`src/rtl/cache_ctrl.sv`:
```
// Direct-mapped, one-word-per-line, write-through/no-write-allocate cache controller
// sitting between a single CPU request port and a slower handshaked RAM port.
module cache_ctrl #(
  parameter int ADDR_WIDTH  = 8,
  parameter int DATA_WIDTH  = 8,
  parameter int INDEX_WIDTH = 3
) (
  input  logic                  clk,
  input  logic                  rst,
  input  logic                  cpu_req,
  input  logic                  cpu_we,
  input  logic [ADDR_WIDTH-1:0] cpu_addr,
  input  logic [DATA_WIDTH-1:0] cpu_wdata,
  output logic                  cpu_ready,
  output logic                  cpu_done,
  output logic [DATA_WIDTH-1:0] cpu_rdata,
  output logic                  ram_req,
  output logic                  ram_we,
  output logic [ADDR_WIDTH-1:0] ram_addr,
  output logic [DATA_WIDTH-1:0] ram_wdata,
  input  logic                  ram_ack,
  input  logic [DATA_WIDTH-1:0] ram_rdata,
  output logic [15:0]           hit_count,
  output logic [15:0]           miss_count
);

  localparam int LINES     = 2 ** INDEX_WIDTH;
  localparam int TAG_WIDTH = ADDR_WIDTH - INDEX_WIDTH;

  typedef enum logic [2:0] {IDLE, LOOKUP, RAM_RD, RAM_WR, RESP} state_t;

  state_t state, state_next;

  logic [LINES-1:0]      valid;
  logic [TAG_WIDTH-1:0]  tags [LINES];
  logic [DATA_WIDTH-1:0] data [LINES];

  logic [ADDR_WIDTH-1:0]  req_addr;
  logic                   req_we;
  logic [DATA_WIDTH-1:0]  req_wdata;
  logic                   was_hit;
  logic [INDEX_WIDTH-1:0] idx;
  logic [TAG_WIDTH-1:0]   req_tag;
  logic                   hit;

  assign idx     = req_addr[INDEX_WIDTH-1:0];
  assign req_tag = req_addr[ADDR_WIDTH-1:INDEX_WIDTH];
  assign hit     = valid[idx] && (tags[idx] == req_tag);

  always_comb begin
    state_next = state;
    unique case (state)
      IDLE:           if (cpu_req) state_next = LOOKUP;
      LOOKUP: begin
        if (req_we)   state_next = RAM_WR;
        else if (hit) state_next = RESP;
        else          state_next = RAM_RD;
      end
      RAM_RD, RAM_WR: if (ram_ack) state_next = RESP;
      RESP:           state_next = IDLE;
      default:        state_next = IDLE;
    endcase
  end

  assign cpu_ready = (state == IDLE);
  assign cpu_done  = (state == RESP);
  assign ram_req   = (state == RAM_RD) || (state == RAM_WR);
  assign ram_we    = (state == RAM_WR);
  assign ram_addr  = req_addr;
  assign ram_wdata = req_wdata;

  always_ff @(posedge clk) begin
    if (rst) begin
      state      <= IDLE;
      valid      <= '0;
      cpu_rdata  <= '0;
      hit_count  <= '0;
      miss_count <= '0;
    end else begin
      state <= state_next;
      unique case (state)
        LOOKUP: begin
          if (hit) begin
            if (hit_count != '1) hit_count <= hit_count + 16'd1;
            if (!req_we) cpu_rdata <= data[idx];
          end else begin
            if (miss_count != '1) miss_count <= miss_count + 16'd1;
          end
        end
        RAM_RD: begin
          if (ram_ack) begin
            valid[idx] <= 1'b1;
            cpu_rdata  <= ram_rdata;
          end
        end
        default: ;
      endcase
    end
  end

  // Unreset datapath; rst still gates array writes so an abandoned access leaves no trace.
  always_ff @(posedge clk) begin
    if (!rst) begin
      unique case (state)
        IDLE: begin
          if (cpu_req) begin
            req_addr  <= cpu_addr;
            req_we    <= cpu_we;
            req_wdata <= cpu_wdata;
          end
        end
        LOOKUP: was_hit <= hit;
        RAM_RD: begin
          if (ram_ack) begin
            data[idx] <= ram_rdata;
            tags[idx] <= req_tag;
          end
        end
        RAM_WR: if (ram_ack && was_hit) data[idx] <= req_wdata;
        default: ;
      endcase
    end
  end

endmodule
```
`config.mk`:
```
export PLATFORM = sky130hd
export DESIGN_NAME = cache_ctrl
export DESIGN_NICKNAME = d
export VERILOG_FILES = /design/src/rtl/cache_ctrl.sv
export SDC_FILE = /design/constraint.sdc
export NUM_CORES = 1
export LEC_CHECK = 0
export ABC_AREA = 0
export CORE_AREA = 2 2 160 162
export DETAILED_ROUTE_END_ITERATION = 10
export DIE_AREA = 0 0 162 164
export GPL_TIMING_DRIVEN = 1
export SLEW_MARGIN = 15
export SYNTH_ARGS = -nofsm -noshare
export SYNTH_HDL_FRONTEND = slang
export SYNTH_SLANG_ARGS = --single-unit
```
`constraint.sdc`:
```
create_clock -name clk -period 5.8 [get_ports clk]
set_input_delay 0.58 -clock clk [delete_from_list [all_inputs] [get_ports clk]]
set_output_delay 0.58 -clock clk [all_outputs]
set_load 0.005 [all_outputs]
```
# Word-level counts from Yosys, hierarchy flattened
# Memory sizes are Yosys's and may differ from the RTL's. A register that Yosys moved wholly into a read port is not among the register bits.
# Cells that the tools add are included.
# Widths: inputs -> output; s select.
totals:
  reg_bits: 69
  ram_bits: 104
  in_bits: 29
  output_inout_bits: 60
  word_cells: 69
  memories: 2
mem_list:
  columns: ["memory", "depth", "width", "rd", "rd_clocked_by_memory_dff", "write_ports", "line_no", "rtl"]
  rows:
  - ["data", 8, 8, 1, 1, 1, "36", "logic [DATA_WIDTH-1:0] data [LINES];"]
  - ["tags", 8, 5, 1, 1, 1, "35", "logic [TAG_WIDTH-1:0] tags [LINES];"]
classes:
  add_sub_neg: 2
  magnitude_cmp: 2
  n_eq_ne: 12
  mux: 24
  n_bitwise: 4
  reduce_logical: 14
op_table:
  columns: ["cell", "count"]
  rows:
  - ["$add 16x1->16 const B", 2]
  - ["$mux 8", 4]
  - ["$ne 16x16->1 const B", 2]
  - ["$mux 3", 6]
  - ["$pmux 8 s2", 1]
  - ["$mux 1", 10]
  - ["$ne 2x2->1 const B", 5]
  - ["$pmux 3 s3", 1]
  - ["$reduce_and 3->1", 3]
  - ["$or 8x8->8", 1]
  - ["$eq 3x2->1 const B", 2]
  - ["$reduce_and 2->1", 3]
  - ["$eq 5x5->1", 1]
  - ["$lt 3x4->1 const B", 1]
  - ["$reduce_and 4->1", 1]
  - ["$bmux 1 s3", 1]
  - ["$demux 1 s3", 1]
  - ["$eq 3x1->1 const B", 1]
  - ["$eq 3x3->1 const B", 1]
  - ["$ge 3x1->1 const B", 1]
  - ["$logic_and 1x1->1", 3]
  - ["$logic_not 3->1", 1]
  - ["$not 1->1", 2]
  - ["$reduce_bool 2->1", 1]
  - ["other kinds (3)", 3]

# Longest topological paths before layout
logic_depth:
  ltp_word: 6
  mapped_depth: 11
  ltp_nobuf: 7

# Worst setup path after synthesis
# OpenSTA, ideal clock, no wires.
synth_path:
  kind: "register -> register"
  startpoint: "register (tool-made name)"
  endpoint: "register miss_count[13]"
  setup_time_ps: 123
  arrival_time_ps: 2482
  t_required_ps: 5677
  path_slack_ps: 3194
  path_stages_with_launch: 10
  n_path_buf: 3
  synth_period_minus_slack_ps: 2606
  path_cell_list: "dfxtp_1 > buf_4 > buf_12 > mux4_2 > xnor2_1 > or4_1 > buf_6 > o2111ai_4 > nor3_1 > mux2_1"
synth_lines:
  columns: ["item", "line_no", "rtl"]
  rows:
  - ["end signal: assignment", "87", "if (miss_count != '1) miss_count <= miss_count + 16'd1;"]
  - ["end: declaration", "24", "output logic [15:0] miss_count"]

==> tab_implementation.tex <==
\begin{tabular}{lr}
\hline
Metric & Value \\
\hline
\multicolumn{2}{l}{\textbf{Floorplanning}} \\
\quad Core Rows & 58 \\
\quad Placeable core region & 0.0248 mm² \\
\quad Initial Utilization & 29.6\% \\
\quad DIE AREA & 0.0266 mm² \\
\quad Die Width & 162 µm \\
\quad Die Height & 164 µm \\
\quad I/O pin total & 89 \\
\multicolumn{2}{l}{\textbf{Yosys}} \\
\quad Number of different library cells in the post-synthesis netlist & 49 \\
\quad Portion of the post-synthesis area used by sequential elements & 64.6\% \\
\quad Xor/xnor share of the synthesized area & 2.74\% \\
\quad Syn Inst Count & 512 \\
\quad Netlist Area Pre-Place & 0.00735 mm² \\
\quad Synthesized flop and latch total & 176 \\
\quad Area share of the largest cell type after synthesis & 49.8\% \\
\quad Mux share of post-synthesis cell area & 13.7\% \\
\quad Post-synthesis average cell area & 14.4 µm² \\
\quad Synth Area in Adders & 0.340\% \\
\quad Most common cell in the synthesized netlist & sky130\_fd\_sc\_hd\_\_edfxtp\_1 \\
\quad Most common flop cell mapped by yosys & sky130\_fd\_sc\_hd\_\_edfxtp\_1 \\
\quad Post-Synthesis Net Count & 543 \\
\quad Async set or reset register ratio after synthesis & 0\% \\
\quad Warnings from Yosys & 0 \\
\quad Biggest area consumer among synthesized cells & sky130\_fd\_sc\_hd\_\_edfxtp\_1 \\
\quad List of most frequent post-synthesis cells & 122 x sky130\_fd\_sc\_hd\_\_edfxtp\_1, 54 x sky130\_fd\_sc\_hd\_\_dfxtp\_1, 50 x sky130\_fd\_sc\_hd\_\_nor2\_1 \\
\quad Top post-synthesis cells by area & sky130\_fd\_sc\_hd\_\_edfxtp\_1 50\%, sky130\_fd\_sc\_hd\_\_dfxtp\_1 15\%, sky130\_fd\_sc\_hd\_\_mux4\_2 6.4\% \\
\quad Simple logic cell fraction of the synthesized area & 10.6\% \\
\quad Post-synthesis compound-gate area fraction & 5.26\% \\
\quad Largest family of logic cells by synthesized area & multiplexers \\
\quad Number of enable flip-flop cells after synthesis & 122 \\
\multicolumn{2}{l}{\textbf{CTS}} \\
\quad \# Post-CTS Setup Buffers & 0 \\
\quad TritonCTS clock tree & built \\
\quad Cell at the root of the clock tree & sky130\_fd\_sc\_hd\_\_clkbuf\_16 \\
\quad Number of gates resized after CTS & 0 \\
\quad Worst-Skew Late Latency & 0.42 ns \\
\quad Number of clock buffers inserted by TritonCTS & 17 \\
\quad Hold buffer count at cts & 0 \\
\quad Number of clock sinks & 176 \\
\quad Clock transition at the registers of the reported paths & 0.07 ns \\
\quad Number of buffers on the longest clock path & 2 \\
\quad H-tree lvl count & 4 \\
\multicolumn{2}{l}{\textbf{Timing}} \\
\quad Slew margin rel. & 27.5\% \\
\quad Post-route clock skew & 0.0110 ns \\
\quad Timing-limited maximum frequency & 247 MHz \\
\quad Worst Setup Slack, final & 1.76 ns \\
\quad Final Hold Viols & 0 \\
\quad RSZ-0062 raised after global routing & false \\
\quad Actual transition at the worst max-transition pin & 1.09 ns \\
\quad Portion of the clock cycle consumed by the worst path in the final layout & 69.7\% \\
\quad Post-layout minimum cycle time & 4.04 ns \\
\quad Sum of negative setup slack & 0 ns \\
\quad Final slew viol count & 0 \\
\quad Hold slack & 0.462 ns \\
\quad Final setup fails & 0 \\
\multicolumn{2}{l}{\textbf{Power and ir drop}} \\
\quad Cell area power density & 296 mW/mm² \\
\quad Overall power after layout & 2690 µW \\
\quad Leakage dissipation & 0.00299 µW \\
\quad IR Drop Worst-Case VDD & 0.185 mV \\
\multicolumn{2}{l}{\textbf{Setup path}} \\
\quad Worst Path Arrival & 4.34 ns \\
\quad Endpoint of the lowest-slack register-to-register path & miss\_count[1] \\
\quad Critical path capture point type & flop \\
\quad Capturing instance or port of the critical path & miss\_count[1] \\
\quad Critical Path Fanout Max & 23 \\
\quad Critical path type & flop to flop \\
\quad Length in cells of the worst reg-to-reg path & 7 \\
\quad Worst Path Required & 6.10 ns \\
\quad Setup slack, reg-to-reg & 1.76 ns \\
\quad Startpoint kind of the worst setup timing path & flop \\
\multicolumn{2}{l}{\textbf{Detailed routing}} \\
\quad Final WL & 16.2 mm \\
\quad Number of DRC violations after detailed-routing iteration 0 & 440 \\
\quad Via count & 4,475 \\
\quad Average wire length per cell after detail routing & 17.2 µm \\
\quad Number of nets with antenna violations after detailed routing & 0 \\
\quad Pre-Repair DR Iteration Count & 6 \\
\quad Drt via density & 4.77 \\
\quad Post-route DRC violation count & 0 \\
\multicolumn{2}{l}{\textbf{Final layout}} \\
\quad Layout cells sized above 1 & 13.6\% \\
\quad Final Net Count & 627 \\
\quad Synthesis-to-finish area growth & 23.6\% \\
\quad Number of diodes & 0 \\
\multicolumn{2}{l}{\textbf{Global route}} \\
\quad Combined global-route utilization of all metal layers & 12.6\% \\
\quad Remaining Overflow, GRT & 0 \\
\quad Number of antenna violations at the first check in global routing & 0 \\
\quad Vias in the first global route & 4,575 \\
\quad Largest net degree at the start of global routing & 46 \\
\quad Wire length of the first global-routing pass & 25.4 mm \\
\multicolumn{2}{l}{\textbf{Hold path}} \\
\quad Type of the tightest min-delay check & flop to flop \\
\multicolumn{2}{l}{\textbf{Flow run}} \\
\quad Total of max-cap violations & 0 \\
\multicolumn{2}{l}{\textbf{Placement}} \\
\quad Post-DP HPWL & 11.0 mm \\
\quad Port buffer count & 88 \\
\quad Final weighted congestion in routability-driven placement & 0.758 \\
\quad Post-Place Setup Slack & 1.70 ns \\
\multicolumn{2}{l}{\textbf{Run status}} \\
\quad Result of the run & completed \\
\hline
\end{tabular}
worst min-delay path by stage:
stage | startpoint | endpoint | slack, ns | cells past startpoint
after floorplan | valid[7] | valid[7] | 0.42 | 1
after global placement | valid[7] | valid[7] | 0.43 | 1
after detailed placement | valid[7] | valid[7] | 0.45 | 1
after CTS | valid[2] | valid[2] | 0.46 | 1
after global routing | valid[1] | valid[1] | 0.48 | 1
final | valid[2] | valid[2] | 0.46 | 1
kinds of logic after synthesis:
group / after synthesis
AO/OA/AOI/OAI: 54
XOR/XNOR: 23
adder cells (fa/ha/maj): 2
buffers and inverters: 35
flip-flops: 176
multiplexers: 73
AND/OR/NAND/NOR: 149
where the power goes:
part / switching, µW / total [µW] / internal (µW)
logic: 84.0 / 175 / 91.4
clock network: 477 / 1120 / 646
registers: 31.3 / 1390 / 1360
total: 592 / 2690 / 2090
final cells by class:
type	instances	area (µm²)
clock inverter	13	139
multi-input combinational	301	2400
fill	2367	15700
timing repair buffer	92	911
clock buffer	19	443
sequential	176	4750
tap	330	413
inverter	8	30.0
per-stage QoR:
step	utilization, %	cell area [µm²]	std cells
floorplan	-	7350	512
global placement	34.2	8500	907
detailed placement	34.2	8500	907
CTS	36.6	9080	939
global route	36.6	9090	939
finish	36.6	9090	939
worst max-delay path, cell delays in order, from the launching register on:
cell and delay, ns:
sky130_fd_sc_hd__dfxtp_1 1.03, sky130_fd_sc_hd__mux2i_1 0.22, sky130_fd_sc_hd__mux4_2 0.55, sky130_fd_sc_hd__xnor2_1 0.14, sky130_fd_sc_hd__or4_1 1.00, sky130_fd_sc_hd__o21ai_2 0.67
sky130_fd_sc_hd__mux2i_1 0.24, sky130_fd_sc_hd__nor2_1 0.05
state kept, by name, indices dropped and copies added, names as in the netlist, named ones only:
name        flops
cpu_rdata       8
data           64
hit_count      16
miss_count     16
ram_addr        8
ram_wdata       8
req_we          1
state           3
tags           40
valid           8
was_hit         1
routing by layer:
metal	part of all wire [%]	track usage (%)
met5	0	0
met4	0.87	3.90
met1	44	16.0
met2	51	21.1
met3	4.7	3.21
cells in the final DEF (no fill, tap or decap), types with 11 or more instances in the layout:
cell type / instances
sky130_fd_sc_hd__mux2i_1: 39
sky130_fd_sc_hd__o21ai_0: 15
sky130_fd_sc_hd__xnor2_1: 18
sky130_fd_sc_hd__clkbuf_16: 17
sky130_fd_sc_hd__nor2_1: 50
sky130_fd_sc_hd__dfxtp_1: 53
sky130_fd_sc_hd__nand2_1: 25
sky130_fd_sc_hd__edfxtp_1: 122
sky130_fd_sc_hd__nor3_1: 15
sky130_fd_sc_hd__mux4_2: 21
sky130_fd_sc_hd__clkdlybuf4s50_1: 88
sky130_fd_sc_hd__mux2_2: 11
Note: power is estimated with default switching activity, not from simulation.
